<file path="src/rtl/fir_seq_pkg.sv">
// Shared types, sizes and the output saturation helper for the 4-tap FIR sequencer.
package fir_seq_pkg;

    localparam int NUM_TAPS = 4;
    localparam int DATA_W   = 16;
    localparam int ACC_W    = 34;
    localparam int IDX_W    = 2;

    typedef enum logic [2:0] {
        IDLE,
        LOAD,
        SHIFT,
        MAC,
        DONE
    } state_t;

    // True when the Q1.15-scaled sum no longer fits in 16 unsigned bits.
    function automatic logic acc_overflow(input logic [ACC_W-1:0] acc);
        return |acc[ACC_W-1:2*DATA_W-1];
    endfunction

    // Drop the 15 fractional bits; clamp to all-ones when the integer part overflows.
    function automatic logic [DATA_W-1:0] saturate(input logic [ACC_W-1:0] acc);
        if (acc_overflow(acc)) begin
            return '1;
        end
        return acc[2*DATA_W-2:DATA_W-1];
    endfunction

endpackage

</file>
<file path="src/rtl/fir_mac.sv">
// Multiply-accumulate register: 16x16 unsigned product summed into a 34-bit accumulator.
module fir_mac
    import fir_seq_pkg::*;
(
    input  logic              clk,
    input  logic              n_rst,
    input  logic              clr,
    input  logic              en,
    input  logic [DATA_W-1:0] sample,
    input  logic [DATA_W-1:0] coef,
    output logic [DATA_W-1:0] sat_out,
    output logic              overflow
);

    logic [ACC_W-1:0]    acc_reg;
    logic [2*DATA_W-1:0] product;

    assign product = {{DATA_W{1'b0}}, sample} * {{DATA_W{1'b0}}, coef};

    // Accumulator: clear wins over enable so a new sample always starts from zero.
    always_ff @(posedge clk or negedge n_rst) begin
        if (!n_rst) begin
            acc_reg <= '0;
        end else if (clr) begin
            acc_reg <= '0;
        end else if (en) begin
            acc_reg <= acc_reg + {{(ACC_W-2*DATA_W){1'b0}}, product};
        end
    end

    assign sat_out  = saturate(acc_reg);
    assign overflow = acc_overflow(acc_reg);

endmodule

</file>
<file path="src/rtl/fir_sequencer.sv">
// 4-tap FIR sequencer: loads coefficients from a bus slave, shifts samples in and
// runs a 4-cycle multiply-accumulate per sample, with one-deep request buffering.
module fir_sequencer
    import fir_seq_pkg::*;
(
    input  logic              clk,
    input  logic              n_rst,
    input  logic              data_ready,
    input  logic              new_coefficient_set,
    input  logic [DATA_W-1:0] sample_data,
    input  logic [DATA_W-1:0] fir_coefficient,
    output logic [IDX_W-1:0]  coefficient_num,
    output logic              modwait,
    output logic [DATA_W-1:0] fir_out,
    output logic              err
);

    state_t            state_reg;
    logic [IDX_W-1:0]  idx_reg;
    logic [DATA_W-1:0] tap_reg  [NUM_TAPS];
    logic [DATA_W-1:0] coef_reg [NUM_TAPS];
    logic              sample_pend_reg;
    logic              coef_pend_reg;
    // An extra pulse is charged to the sample that absorbed it: it is noted in
    // overrun_pend_reg and moves into overrun_reg when that pending sample is shifted in.
    logic              overrun_pend_reg;
    logic              overrun_reg;
    logic [DATA_W-1:0] fir_out_reg;
    logic              err_reg;
    logic              modwait_reg;

    logic              sample_req;
    logic              coef_req;
    logic              mac_clr;
    logic              mac_en;
    logic [DATA_W-1:0] mac_sat;
    logic              mac_ovf;

    assign sample_req = data_ready | sample_pend_reg;
    assign coef_req   = new_coefficient_set | coef_pend_reg;
    assign mac_clr    = (state_reg == SHIFT);
    assign mac_en     = (state_reg == MAC);

    fir_mac u_mac (
        .clk      (clk),
        .n_rst    (n_rst),
        .clr      (mac_clr),
        .en       (mac_en),
        .sample   (tap_reg[idx_reg]),
        .coef     (coef_reg[idx_reg]),
        .sat_out  (mac_sat),
        .overflow (mac_ovf)
    );

    // Tap delay line and coefficient bank, written only in SHIFT and LOAD respectively.
    always_ff @(posedge clk or negedge n_rst) begin
        if (!n_rst) begin
            for (int i = 0; i < NUM_TAPS; i++) begin
                tap_reg[i]  <= '0;
                coef_reg[i] <= '0;
            end
        end else begin
            if (state_reg == LOAD) begin
                coef_reg[idx_reg] <= fir_coefficient;
            end
            if (state_reg == SHIFT) begin
                tap_reg[0] <= sample_data;
                for (int i = 1; i < NUM_TAPS; i++) begin
                    tap_reg[i] <= tap_reg[i-1];
                end
            end
        end
    end

    // Control FSM with request buffering and registered status outputs.
    always_ff @(posedge clk or negedge n_rst) begin
        if (!n_rst) begin
            state_reg        <= IDLE;
            idx_reg          <= '0;
            sample_pend_reg  <= 1'b0;
            coef_pend_reg    <= 1'b0;
            overrun_pend_reg <= 1'b0;
            overrun_reg      <= 1'b0;
            fir_out_reg      <= '0;
            err_reg          <= 1'b0;
            modwait_reg      <= 1'b0;
        end else begin
            if (data_ready && sample_pend_reg) begin
                overrun_pend_reg <= 1'b1;
            end
            if (state_reg != IDLE) begin
                if (data_ready) begin
                    sample_pend_reg <= 1'b1;
                end
                if (new_coefficient_set) begin
                    coef_pend_reg <= 1'b1;
                end
            end
            case (state_reg)
                IDLE: begin
                    if (coef_req) begin
                        state_reg     <= LOAD;
                        idx_reg       <= '0;
                        coef_pend_reg <= 1'b0;
                        modwait_reg   <= 1'b1;
                        if (data_ready) begin
                            sample_pend_reg <= 1'b1;
                        end
                    end else if (sample_req) begin
                        state_reg       <= SHIFT;
                        sample_pend_reg <= 1'b0;
                        modwait_reg     <= 1'b1;
                    end else begin
                        modwait_reg <= 1'b0;
                    end
                end
                LOAD: begin
                    idx_reg <= idx_reg + 2'd1;
                    if (idx_reg == 2'd3) begin
                        state_reg   <= IDLE;
                        modwait_reg <= sample_req | coef_req;
                    end
                end
                SHIFT: begin
                    state_reg        <= MAC;
                    idx_reg          <= '0;
                    overrun_reg      <= overrun_pend_reg;
                    overrun_pend_reg <= 1'b0;
                end
                MAC: begin
                    idx_reg <= idx_reg + 2'd1;
                    if (idx_reg == 2'd3) begin
                        state_reg <= DONE;
                    end
                end
                DONE: begin
                    fir_out_reg <= mac_sat;
                    err_reg     <= mac_ovf | overrun_reg;
                    overrun_reg <= 1'b0;
                    state_reg   <= IDLE;
                    modwait_reg <= sample_req | coef_req;
                end
                default: begin
                    state_reg <= IDLE;
                end
            endcase
        end
    end

    assign coefficient_num = (state_reg == LOAD) ? idx_reg : '0;
    assign modwait         = modwait_reg;
    assign fir_out         = fir_out_reg;
    assign err             = err_reg;

endmodule
</file>
<file path="config.mk">
export PLATFORM = sky130hd
export DESIGN_NAME = fir_sequencer
export DESIGN_NICKNAME = d
export VERILOG_FILES = /design/src/rtl/fir_seq_pkg.sv /design/src/rtl/fir_mac.sv /design/src/rtl/fir_sequencer.sv
export SDC_FILE = /design/constraint.sdc
export NUM_CORES = 1
export LEC_CHECK = 0
export ABC_AREA = 1
export CORE_ASPECT_RATIO = 0.6
export CORE_MARGIN = 5
export CORE_UTILIZATION = 45
export CTS_BUF_LIST = sky130_fd_sc_hd__clkbuf_16
export DETAILED_ROUTE_END_ITERATION = 8
export GPL_ROUTABILITY_DRIVEN = 0
export PLACE_DENSITY = 0.61
export SETUP_SLACK_MARGIN = 0.5
export SYNTH_ARGS = -nofsm -noshare
export SYNTH_HDL_FRONTEND = slang
export SYNTH_HIERARCHICAL = 1
export SYNTH_SLANG_ARGS = --single-unit
</file>
<file path="constraint.sdc">
create_clock -name clk -period 12.7 [get_ports clk]
set_clock_uncertainty 0.1 [all_clocks]
set_input_delay 1.27 -clock clk [delete_from_list [all_inputs] [get_ports clk]]
set_output_delay 1.27 -clock clk [all_outputs]
set_load 0.02 [all_outputs]
</file>
# Word-level counts from Yosys, hierarchy flattened
# Cells that the tools add are included.
[word_totals]
regBits = 189
output_inout_bits = 20
elab_cells = 90
[classes]
n_eq_ne = 9
n_lt_le_gt_ge = 2
mul = 1
n_addsub = 2
n_mux = 39
reduce_logical = 14
bitwise_logic = 5
[ops]
columns = ["operator", "n"]
rows = [
  ["16-bit 2-to-1 mux", 7],
  ["34-bit 2-to-1 mux", 2],
  ["16-bit binary-select mux with 2-bit select", 2],
  ["64-bit bitwise mux", 1],
  ["34-bit by 32-bit adder with 34-bit output", 1],
  ["16-bit demux with 2-bit select", 1],
  ["16-bit by 16-bit multiplier with 32-bit output", 1],
  ["1-bit 2-to-1 mux", 16],
  ["3-bit 2-to-1 mux", 4],
  ["3-bit case mux with 4 select lines", 1],
  ["3-bit nonzero test", 3],
  ["3-bit by 2-bit equality test with 1-bit output (second input constant)", 2],
  ["2-bit case mux with 3 select lines", 1],
  ["2-bit nonzero test", 3],
  ["2-bit 2-to-1 mux", 2],
  ["2-bit by 1-bit != test with 1-bit output (second input constant)", 2],
  ["1-bit OR", 4],
  ["2-bit AND reduction", 2],
  ["3-bit by 1-bit equality test with 1-bit output (second input constant)", 1],
  ["3-bit equality test (second input constant)", 1],
  ["3-bit >= comparator (second input constant)", 1],
  ["3-bit zero test", 1],
  ["3-bit by 1-bit less-than comparator with 1-bit output (second input constant)", 1],
  ["3-bit != test (second input constant)", 1],
  ["10 further kinds", 11],
]

# Longest topological paths before layout
[logic_depth]
word_depth = 8
ltp_mapped = 33
depth_no_buf = 30

# By module
# Netlist, hierarchy kept.
[modules_own_cells]
columns = ["mod", "cells_each", "area_each_um2", "instances"]
rows = [
  ["fir_mac", 1682, 11990.2, 1],
  ["fir_sequencer", 784, 6900.4, 1],
]

# Worst setup path before layout
# No wires, ideal clock.
[synth_path]
path_type = "register to register"
start = "register idx_reg[0]"
end = "register u_mac.acc_reg[26]"
path_stages_with_launch = 31
period_less_slack_ps = 6193
setup_time_ps = 117
arrival_time_ps = 5976
slack_ps = 6507
cell_sequence = "dfrtp_1 > inv_1 > buf_2 > clkbuf_1 > o21ai_0 > o21ai_0 > clkbuf_1 > clkbuf_1 > nand2_1 > fa_1 > inv_1 > fa_1 > inv_1 > fa_1 > inv_1 > fa_1 > fa_1 > inv_1 > fa_1 > inv_1 > ha_1 > nand2_2 > inv_2 > nand2_1 > inv_1 > a21oi_1 > nand2_2 > nand2_2 > nand3_1 > nand3_1 > nand2_1"
[synth_between]
elab_chain_len = 8
[synth_rtl]
columns = ["item", "line", "source"]
rows = [
  ["start: declaration", "fir_sequencer.sv:19", "logic [IDX_W-1:0] idx_reg;"],
  ["start signal: assignment", "fir_sequencer.sv:118", "idx_reg <= idx_reg + 2'd1;"],
  ["start signal: assignment", "fir_sequencer.sv:131", "idx_reg <= idx_reg + 2'd1;"],
  ["2-bit inverter with 3-bit output (implied by the code) (*)", "fir_sequencer.sv:49, fir_sequencer.sv:50", ""],
  ["16-bit binary-select mux with 2-bit select (on tied branches)", "fir_sequencer.sv:49, fir_sequencer.sv:50", ""],
  ["16-bit 2-to-1 mux (on tied branches) (2 in a row)", "fir_sequencer.sv:49, fir_sequencer.sv:50", ""],
  ["16-bit by 16-bit multiplier with 32-bit output (*)", "fir_mac.sv:18", "assign product = {{DATA_W{1'b0}}, sample} * {{DATA_W{1'b0}}, coef};"],
  ["34-bit by 32-bit adder with 34-bit output (*)", "fir_mac.sv:27", "acc_reg <= acc_reg + {{(ACC_W-2*DATA_W){1'b0}}, product};"],
  ["34-bit 2-to-1 mux (*)", "fir_mac.sv:26", "end else if (en) begin"],
  ["34-bit 2-to-1 mux (*)", "fir_mac.sv:24", "end else if (clr) begin"],
  ["end signal: assignment", "fir_mac.sv:27", ""],
  ["end: declaration", "fir_mac.sv:15", "logic [ACC_W-1:0] acc_reg;"],
]
# Mark *: on every way between the ends. The rest lies on a longest branch, timed or not. The select of a mux whose other input is x is not followed.
# A chain may end at the register's enable or synchronous reset.

# Worst setup path in the final report
[layout_path]
start = "register idx_reg[1]"
end = "register u_mac.acc_reg[23]"
# Same word-level chain as after synthesis.

==> metrics.md <==
| Metric | Value |
|---|---|
| CP endpoint kind | `flop` |
| Layout cells sized above 1 | `6.36%` |
| Kind of critical path | `reg -> reg` |
| Synthesized instance count | `2466` |
| Mapped cell area | `18900 sq um` |
| Critical Path Start Type | `flop` |
| Worst hold stages | `2` |
| Drt first pass iters | `5` |
| Synth top area share | `25.0%` |
| Multi-input gate area | `11300 sq um` |
| Crit Reg-Reg Startpoint | `idx_reg[1]` |
| Core area | `41700 sq um` |
| Max Cap Viol | `0` |
| Fill cell total of the finished layout | `4093` |
| Max clock buf depth | `2` |
| Slew @ Worst Pin | `1.28 ns` |
| Hold WC Path Type | `reg -> reg` |
| Gr ovfl total | `0` |
| Initial antenna violation count | `0` |
| Num rows | `58` |
| Register Area | `4730 sq um` |
| Cell variety after synth | `40` |
| Fin crit period | `7.63 ns` |
| DP HPWL | `37700 um` |
| Synth Area per Inst | `7.66 sq um` |
| Post-CTS Resized | `0` |
| RSZ-0062 raised after global routing | `no` |
| CTS tree | `built` |
| Setup-failing EPs final | `0` |
| Worst slew margin | `14.3%` |
| Final core occ | `49.1%` |
| Fin Setup TNS | `0 ns` |
| Average wire per cell in the routed design | `16.1 um` |
| Post-Syn Nets | `2839` |
| Asr flop ratio synth | `100%` |
| CTS Buf Count | `17` |
| Clock-pin slew on the worst setup and hold paths | `0.08 ns` |
| Drt total wl | `49000 um` |
| Antenna Cells | `0` |
| #FFs+latches synth | `189` |
| Final hold vios | `0` |
| Area growth from synthesis to layout | `8.35%` |
| Later-pin clock latency in the skew report | `0.47 ns` |
| Period Utilization, post-route | `60.1%` |
| Status | `completed` |
| First DRT Iteration DRCs | `1337` |
| Largest net degree at the start of global routing | `111` |
| Clock root buffer | `clkbuf_16` |
| Cell taking the most area after synthesis | `dfrtp_1` |
| IO Count | `56` |
| Via density | `4.93` |
| Clk sinks | `189` |
| R2R depth | `27` |
| Synthesis Warnings | `6` |
| Die area | `46300 sq um` |
| CP Max Fanout | `41` |
| Crit path DAT | `7.87 ns` |
| R2R Path End | `u_mac/acc_reg[23]` |
| Register-to-register setup slack | `5.07 ns` |
| Final Max Tran Viols | `0` |
| EDFF count, synth | `0` |
| Worst Path Required | `12.94 ns` |
| First-pass GRT wire length | `82200 um` |
| Setup Fix Bufs, Post-CTS | `0` |
| Register area share after synthesis | `25.0%` |
| Nets@finish | `2828` |
| Starting Density | `45.4%` |
| Hold-fix buffers, CTS | `0` |
| Synth area leaders | `dfrtp_1, fa_1, nand2_1` |
| Total GRT Usage | `22.2%` |
| Port Buffers | `55` |
| Hold Path End | `fir_out[2]` |
| Antenna Nets Post-Route | `0` |
| # DRC | `0` |
| Ys flop type | `dfrtp_1` |
| Chip height | `169 um` |
| H-Tree Depth | `4` |
| Chip width | `275 um` |
| Peak Freq | `131 MHz` |
| Routed via count | `15000` |
| Number of global-route vias before repair | `15500` |
| Hold Startpoint | `fir_out[2]` |
==> cell usage in the layout (no fill, tap or decap), types with 4 or more instances in the layout <==
cell / netlist / layout
or2_2: 6 / 6
inv_6: 1 / 4
clkbuf_16: 0 / 17
nand2_4: 5 / 5
inv_1: 621 / 620
inv_2: 6 / 7
ha_1: 111 / 111
nand3_2: 7 / 7
a21oi_1: 46 / 46
buf_4: 0 / 33
fa_1: 226 / 226
o21ai_0: 182 / 167
nor2_1: 92 / 92
o22ai_1: 20 / 16
clkdlybuf4s50_1: 0 / 54
o21ai_2: 27 / 31
and2_1: 5 / 5
o21ai_1: 35 / 46
nand2_1: 685 / 685
nor2_2: 6 / 6
nand2_2: 17 / 17
nand3_1: 34 / 34
o22ai_2: 0 / 4
nand4_1: 4 / 4
dfrtp_1: 189 / 189
==> layer usage <==
| metal | share of wire (%) | global-route usage, % | vias to the layer above |
|---|---|---|---|
| li1 | - | - | 7189 |
| met1 | 50 | 34.6 | 7314 |
| met2 | 42 | 32.3 | 453 |
| met3 | 7.7 | 4.87 | 25 |
| met4 | 0.68 | 3.51 | 0 |
| met5 | 0 | 0 | - |
==> logic make-up after synthesis <==
family          Yosys count  share of synthesized area, %
fa+ha+maj               337                          31.3
flops                   189                          25.0
simple gates            871                          18.9
buf+inv                 747                          15.4
xor+xnor                  3                         0.139
compound gates          319                          9.25
==> how the worst max path moves through the flow <==
| stage | from | end | slack [ns] | depth (start not counted) |
|---|---|---|---|---|
| after floorplan | idx_reg[0] | u_mac/acc_reg[26] | 6.51 | 30 |
| after global placement | idx_reg[1] | u_mac/acc_reg[23] | 5.32 | 27 |
| after global routing | idx_reg[0] | u_mac/acc_reg[23] | 4.58 | 26 |
| after CTS | idx_reg[1] | u_mac/acc_reg[23] | 5.13 | 27 |
| final | idx_reg[1] | u_mac/acc_reg[23] | 5.07 | 27 |
| after detailed placement | idx_reg[1] | u_mac/acc_reg[23] | 5.14 | 27 |
==> synthesized netlist by cell type (all sizes together), types with 5 or more instances <==
master  count
or2         6
clkbuf     90
buf        28
fa        226
nand3      42
nor3        6
inv       629
dfrtp     189
o22ai      20
a21oi      47
ha        111
o21ai     244
and2        5
nor2      101
nand2     707
==> through the flow <==
stage                     setup slack, ns  hold slack, ns  std cells  area (sq um)
final                                5.07           0.372       3037         20500
after global placement               5.32           0.355       3006         19900
after floorplan                      6.51           0.348       2466         18900
after global routing                 4.58           0.392       3037         20500
after detailed placement             5.14           0.359       3006         19900
after CTS                            5.13           0.381       3037         20500
==> layout make-up <==
type                    count  share of cell area [%]
inverters                 629                    11.6
multi-input cells        1530                    55.2
repair buffers             88                    3.92
flip-flops and latches    189                    23.1
clock inverters            14                   0.679
well taps                 570                    3.48
clock buffers              17                    2.08
==> critical path: stages, from the launching register on <==
cell and delay (ns):
dfrtp_1 0.36, buf_4 0.20, inv_1 0.30, buf_4 0.46, o21ai_0 0.16, o21ai_1 1.00
nand2_1 0.20, fa_1 0.57, inv_1 0.05, fa_1 0.50, inv_1 0.05, fa_1 0.55
inv_1 0.06, fa_1 0.39, fa_1 0.51, inv_1 0.05, fa_1 0.48, inv_1 0.04
ha_1 0.35, nand2_1 0.07, inv_1 0.09, nand2_1 0.13, nor2_1 0.34, nand4_1 0.16
nand3_1 0.15, nand2_1 0.06, nand2_1 0.06, o21ai_1 0.06
Power is not shown: default switching activity piles up to over one toggle a cycle in this logic, so the estimate is an artifact.
